[src/rtl/bin_to_bcd_signed_pkg.sv]
// Shared definitions for the multiplier datapath: FSM encoding, BCD digit
// count and the per-digit double-dabble correction.
package bin_to_bcd_signed_pkg;

  localparam int DIGITS  = 3;
  localparam int DIGIT_W = 4;

  typedef enum logic [1:0] {
    IDLE  = 2'd0,
    SHIFT = 2'd1,
    DONE  = 2'd2
  } state_t;

  // A digit of 5 or more would overflow past 9 when doubled by the next shift.
  function automatic logic [DIGIT_W-1:0] add_three(input logic [DIGIT_W-1:0] digit);
    return (digit >= 4'd5) ? digit + 4'd3 : digit;
  endfunction

endpackage

[src/rtl/bin_to_bcd_signed_if.sv]
// Request/result bundle between the multiplier and the signed BCD converter.
interface bin_to_bcd_signed_if #(
  parameter int WORD_LENGTH = 5
);
  logic                       start;
  logic [2*WORD_LENGTH-1:0]   Data;
  logic                       busy;
  logic                       done;
  logic                       Sign;
  logic [3:0]                 Units;
  logic [3:0]                 Tens;
  logic [3:0]                 Hundreds;

  modport master (
    output start, Data,
    input  busy, done, Sign, Units, Tens, Hundreds
  );

  modport slave (
    input  start, Data,
    output busy, done, Sign, Units, Tens, Hundreds
  );
endinterface

[src/rtl/bin_to_bcd_signed_add_three.sv]
// Double-dabble correction for one BCD digit: add 3 when the digit is >= 5.
module bcd_add_three
  import bin_to_bcd_signed_pkg::*;
(
  input  logic [DIGIT_W-1:0] digit_in,
  output logic [DIGIT_W-1:0] digit_out
);

  assign digit_out = add_three(digit_in);

endmodule

[src/rtl/bin_to_bcd_signed.sv]
// Signed binary-to-BCD converter for the multiplier product, one bit per
// cycle (double dabble) with a fixed 2*WORD_LENGTH+1 cycle latency.
//
//   state | meaning
//   IDLE  | waiting for start; result outputs hold the last conversion
//   SHIFT | one correct-and-shift step per cycle, 2*WORD_LENGTH steps
//   DONE  | publish sign and digits, pulse done, return to IDLE
module bin_to_bcd_signed
  import bin_to_bcd_signed_pkg::*;
#(
  parameter int WORD_LENGTH = 5
) (
  input  logic                  clk,
  input  logic                  reset,
  bin_to_bcd_signed_if.slave    bus
);

  localparam int MAG_W = 2 * WORD_LENGTH;
  localparam int BCD_W = DIGITS * DIGIT_W;
  localparam int STEPS = 2 * WORD_LENGTH;
  localparam int CNT_W = $clog2(STEPS + 1);

  localparam logic [CNT_W-1:0] LAST_STEP = CNT_W'(STEPS - 1);

  state_t             state, state_next;

  logic               sign_q;
  logic [MAG_W-1:0]   mag_q;
  logic [BCD_W-1:0]   bcd_q;
  logic [BCD_W-1:0]   bcd_adj;
  logic [CNT_W-1:0]   cnt_q;

  logic               sign_out;
  logic [DIGIT_W-1:0] units_out;
  logic [DIGIT_W-1:0] tens_out;
  logic [DIGIT_W-1:0] hundreds_out;
  logic               done_q;

  logic               data_neg;
  logic [MAG_W-1:0]   data_mag;
  logic               busy_c;

  // The most negative input negates to itself, which read unsigned is the
  // correct magnitude 2^(MAG_W-1).
  assign data_neg = bus.Data[MAG_W-1];
  assign data_mag = data_neg ? (~bus.Data) + MAG_W'(1) : bus.Data;

  for (genvar g = 0; g < DIGITS; g++) begin : g_digit
    bcd_add_three u_add_three (
      .digit_in  (bcd_q[g*DIGIT_W +: DIGIT_W]),
      .digit_out (bcd_adj[g*DIGIT_W +: DIGIT_W])
    );
  end

  always_ff @(posedge clk or negedge reset) begin
    if (!reset) begin
      state <= IDLE;
    end else begin
      state <= state_next;
    end
  end

  always_comb begin
    state_next = state;
    busy_c     = 1'b0;
    unique case (state)
      IDLE: begin
        if (bus.start) begin
          state_next = SHIFT;
        end
      end
      SHIFT: begin
        busy_c = 1'b1;
        if (cnt_q == LAST_STEP) begin
          state_next = DONE;
        end
      end
      DONE: begin
        busy_c     = 1'b1;
        state_next = IDLE;
      end
      default: begin
        state_next = IDLE;
      end
    endcase
  end

  // Working registers: loaded on an accepted start, stepped in SHIFT.
  always_ff @(posedge clk or negedge reset) begin
    if (!reset) begin
      sign_q <= 1'b0;
      mag_q  <= '0;
      bcd_q  <= '0;
      cnt_q  <= '0;
    end else begin
      unique case (state)
        IDLE: begin
          if (bus.start) begin
            sign_q <= data_neg;
            mag_q  <= data_mag;
            bcd_q  <= '0;
            cnt_q  <= '0;
          end
        end
        SHIFT: begin
          {bcd_q, mag_q} <= {bcd_adj[BCD_W-2:0], mag_q, 1'b0};
          cnt_q          <= cnt_q + CNT_W'(1);
        end
        default: begin
        end
      endcase
    end
  end

  // Result registers change only on the DONE edge so the outputs hold
  // between conversions.
  always_ff @(posedge clk or negedge reset) begin
    if (!reset) begin
      sign_out     <= 1'b0;
      units_out    <= '0;
      tens_out     <= '0;
      hundreds_out <= '0;
      done_q       <= 1'b0;
    end else begin
      done_q <= 1'b0;
      if (state == DONE) begin
        sign_out     <= sign_q;
        units_out    <= bcd_q[0*DIGIT_W +: DIGIT_W];
        tens_out     <= bcd_q[1*DIGIT_W +: DIGIT_W];
        hundreds_out <= bcd_q[2*DIGIT_W +: DIGIT_W];
        done_q       <= 1'b1;
      end
    end
  end

  assign bus.busy     = busy_c;
  assign bus.done     = done_q;
  assign bus.Sign     = sign_out;
  assign bus.Units    = units_out;
  assign bus.Tens     = tens_out;
  assign bus.Hundreds = hundreds_out;

endmodule

[src/flat_wrapper.sv]
// flat-port wrapper written by rule: the top's interface ports become plain ports
module bin_to_bcd_signed_flat import bin_to_bcd_signed_pkg::*;
#(
  parameter int WORD_LENGTH = 5
)
  (clk, reset, bus_start, bus_Data, bus_busy, bus_done, bus_Sign, bus_Units, bus_Tens, bus_Hundreds);
  bin_to_bcd_signed_if #(.WORD_LENGTH(WORD_LENGTH)) bus_i ();
  input  logic clk;
  input  logic reset;
  input wire logic [$bits(bus_i.start)-1:0] bus_start;
  input wire logic [$bits(bus_i.Data)-1:0] bus_Data;
  output wire logic [$bits(bus_i.busy)-1:0] bus_busy;
  output wire logic [$bits(bus_i.done)-1:0] bus_done;
  output wire logic [$bits(bus_i.Sign)-1:0] bus_Sign;
  output wire logic [$bits(bus_i.Units)-1:0] bus_Units;
  output wire logic [$bits(bus_i.Tens)-1:0] bus_Tens;
  output wire logic [$bits(bus_i.Hundreds)-1:0] bus_Hundreds;
  assign bus_i.start = bus_start;
  assign bus_i.Data = bus_Data;
  assign bus_busy = bus_i.busy;
  assign bus_done = bus_i.done;
  assign bus_Sign = bus_i.Sign;
  assign bus_Units = bus_i.Units;
  assign bus_Tens = bus_i.Tens;
  assign bus_Hundreds = bus_i.Hundreds;
  bin_to_bcd_signed #(.WORD_LENGTH(WORD_LENGTH)) u_core (.clk(clk), .reset(reset), .bus(bus_i));
endmodule
[config.mk]
export PLATFORM = sky130hd
export DESIGN_NAME = bin_to_bcd_signed_flat
export DESIGN_NICKNAME = d
export VERILOG_FILES = /design/src/rtl/bin_to_bcd_signed_pkg.sv /design/src/rtl/bin_to_bcd_signed_if.sv /design/src/rtl/bin_to_bcd_signed_add_three.sv /design/src/rtl/bin_to_bcd_signed.sv /design/src/flat_wrapper.sv
export SDC_FILE = /design/constraint.sdc
export NUM_CORES = 1
export LEC_CHECK = 0
export ABC_AREA = 1
export CORE_MARGIN = 2
export CORE_UTILIZATION = 40
export CTS_CLUSTER_DIAMETER = 200
export DETAILED_ROUTE_END_ITERATION = 6
export PLACE_DENSITY = 0.74
export SYNTH_ARGS = -nofsm -noshare
export SYNTH_HDL_FRONTEND = slang
export SYNTH_SLANG_ARGS = --single-unit
[constraint.sdc]
create_clock -name clk -period 1.34 [get_ports clk]
set_input_delay 0.268 -clock clk [delete_from_list [all_inputs] [get_ports clk]]
set_output_delay 0.268 -clock clk [all_outputs]
set_load 0.05 [all_outputs]
==> results.json <==
{
  "cts_root_buffer": "clkbuf_8",
  "cp_slowest_stage_delay_ns": 0.41,
  "min_path_type": "in -> async",
  "cp-start-kind": "flip-flop",
  "initial_core_util_pct": 41.0,
  "worstSetupPathType": "reg -> out",
  "ys_ff_latch": 43,
  "wl_per_cell_um": 13.0,
  "clock_path_buffers": 2,
  "syn_to_final_growth_pct": 49.9,
  "synth_top_area_cell": "dfrtp_1",
  "grtUsageTotal_pct": 17.3,
  "die_h_um": 78.9,
  "cellLeakagePower_uw": 0.00163,
  "dieWidth_um": 78.9,
  "worstPathRequired_ns": 1.07,
  "fp.dieArea_um2": 6220,
  "slew_violations": 0,
  "synth_top_area_share_pct": 48.0,
  "crit_arrival_ns": 1.18,
  "outcome": "finished with violations",
  "antenna_found_initial": 0,
  "drt_wl_total_mm": 5.31,
  "hold_violations": 0,
  "irDropWorstVdd_uv": 1260,
  "max_freq_mhz": 692,
  "hpwl_mm": 3.53,
  "syn-num-nets": 301,
  "final_core_util_pct": 61.5,
  "slew_headroom_pct": 78.8,
  "port_buffers": 27,
  "finalNetCount": 363,
  "avgSynthCellArea_um2": 8.16,
  "cts_num_sinks": 43,
  "drt-vias-per-instance": 4.92,
  "diodes": 0,
  "drt_pass1_iterations": 4,
  "fp-row-count": 27,
  "ys_warn_count": 0,
  "syn-cell-area_um2": 2240,
  "synth_area_leaders": "dfrtp_1 48%, nand2_1 11%, ha_1 7.3%",
  "cp_max_fo": 2,
  "timing.critical_path.cells": "inv_2, ha_4, buf_12",
  "cts_made_buffers": 5,
  "overflow": 0,
  "drtAntennaViolNets": 0,
  "end_kind": "output pin",
  "place_congestion": 0.816,
  "drt_drc_violations_left": 0,
  "routed-via-count": 2013,
  "ios": 28,
  "ys_seq_area_share_pct": 48.0,
  "cts_tree": "yes",
  "worst_pin_slew_ns": 0.314,
  "powerDensity_nw_per_um2": 2410,
  "clk_pin_slew_ns": 0.07,
  "fin_crit_ns": 1.44,
  "drt-initial-drc-count": 77,
  "syn_inst": 275,
  "ys_types": 24,
  "clock_skew_ns": 0.00636,
  "rsz0062_at_grt": "true",
  "grt_max_degree": 44,
  "violations": "setup timing",
  "timing.final.ws_setup_ns": -0.105,
  "coreArea_um2": 5470,
  "total_power_uw": 8110,
  "grt_pass1_vias": 1985,
  "max_cap_viol_count": 0,
  "worst_skew_pair.late_latency_ns": 0.30,
  "layout-drive-gt1-share_pct": 31.5,
  "grt_pass1_wl_mm": 8.58,
  "period_share_pct": 108,
  "cp_slowest_cell": "dfrtp_1",
  "setup_viol": 17,
  "ctsHtreeMaxLevel": 2
}
==> sequential cells by signal (all words and copies together), names as in the netlist <==
| name | cells |
|---|---|
| u_core.bus.done | 1 |
| u_core.bcd_q | 12 |
| u_core.mag_q | 10 |
| u_core.sign_q | 1 |
| u_core.state | 2 |
| u_core.cnt_q | 4 |
| u_core.bus.Hundreds | 4 |
| u_core.bus.Sign | 1 |
| u_core.bus.Units | 4 |
| u_core.bus.Tens | 4 |
==> Yosys cell counts (all sizes together) <==
master  number
o211ai       2
clkbuf       2
ha          13
o21bai       2
o221ai       1
nor2        34
nand2       67
mux2         2
nand4        1
o22ai        8
inv         35
dfrtp       43
buf          6
o21ai       20
nand3       15
a21oi       18
and3         1
xor2         5
==> repair_timing <==
| action | in CTS | in global routing |
|---|---|---|
| gates resized for setup | 26 | 42 |
| pin swaps | 3 | 8 |
| hold buffers | 1 | 0 |
| endpoints found under the setup margin | 29 | 28 |
| endpoints found under the hold margin | 43 | 0 |
| gates cloned | 1 | 1 |
| buffers inserted | 3 | 3 |
==> report_power, final <==
part / switching [µW] / internal [µW] / total, µW / leakage (µW)
Sequential: 453 / 1820 / 2280 / 0.000551
Combinational: 2670 / 2350 / 5010 / 0.00103
Clock: 420 / 404 / 825 / 0.0000470
==> cell usage in the layout, fill, tap and decap left out, types with 4 or more instances in the layout <==
cell / n
buf_12: 18
nand3_1: 9
nand2_2: 9
nor2_1: 27
nand2_1: 54
ha_1: 10
buf_4: 24
clkbuf_8: 6
o22ai_1: 4
dfrtp_1: 43
o21ai_1: 9
nor2_2: 5
xor2_1: 4
clkdlybuf4s50_1: 11
o21ai_0: 9
a21oi_1: 15
buf_6: 7
inv_1: 28
nand3_2: 6
o22ai_2: 4
==> final cells by class <==
cell class	instances	area [µm²]
flip-flops and latches	43	1080
inverters	35	146
multi-input cells	189	1190
clock buffers	6	82.6
fillers	479	2110
repair buffers	63	769
clock inverters	1	5.00
well taps	72	90.1
==> kinds of logic after synthesis <==
kind of cell / count (synthesis) / share of synthesized area (%)
and+or+nand+nor: 118 / 21.1
AOI/OAI and AO/OA: 51 / 12.6
buffers and inverters: 43 / 8.09
DFF: 43 / 48.0
adders and majority gates: 13 / 7.25
xor gates and xnor gates: 5 / 1.95
muxes: 2 / 1.00
==> critical path, delay by kind of cell, from the launching register on <==
| family | cells | cell delay [ns] |
|---|---|---|
| adder cells (fa/ha/maj) | 1 | 0.27 |
| buffers and inverters | 2 | 0.20 |
| flip-flops | 1 | 0.41 |
==> stage by stage <==
stage               setup TNS [ns]  worst slack (ns)  area [µm²]  instances  hold WS [ns]
CTS                         -0.447            -0.106        3170        406         0.481
floorplan                        0           0.00469        2250        275       -0.0276
global placement             -3.35            -0.220        2960        394         0.259
detailed placement           -4.72            -0.273        2960        394         0.266
finish                      -0.975            -0.105        3360        409         0.476
global route                 -2.99            -0.167        3360        409         0.496
==> per-layer routing <==
layer | vias to the layer above | GRT usage, % | share of wire (%)
met1 | 948 | 19.5 | 42
met3 | 10 | 4.20 | 4.4
met2 | 46 | 31.8 | 52
met4 | 0 | 6.21 | 1.7
li1 | 1009 | - | -
met5 | - | 0 | 0
==> worst paths after layout <==
kind | startpoint | slack, ns | to | depth (start not counted)
worst min register to register | u_core.mag_q[5]$_DFFE_PN0P_ | 0.50 | u_core.mag_q[5]$_DFFE_PN0P_ | 2
worst max-delay path | u_core.state[0]$_DFFE_PN0P_ | -0.10 | bus_busy | 3
max in group asynchronous | reset | 0.66 | u_core.mag_q[6]$_DFFE_PN0P_ | 3
min in group clk | u_core.mag_q[5]$_DFFE_PN0P_ | 0.50 | u_core.mag_q[5]$_DFFE_PN0P_ | 2
worst min-delay path | reset | 0.48 | u_core.bus.Hundreds[3]$_DFFE_PN0P_ | 3
worst max register to register | u_core.state[0]$_DFFE_PN0P_ | -0.09 | u_core.bcd_q[5]$_DFFE_PN0P_ | 8
Note: power is estimated with default switching activity, not from simulation.
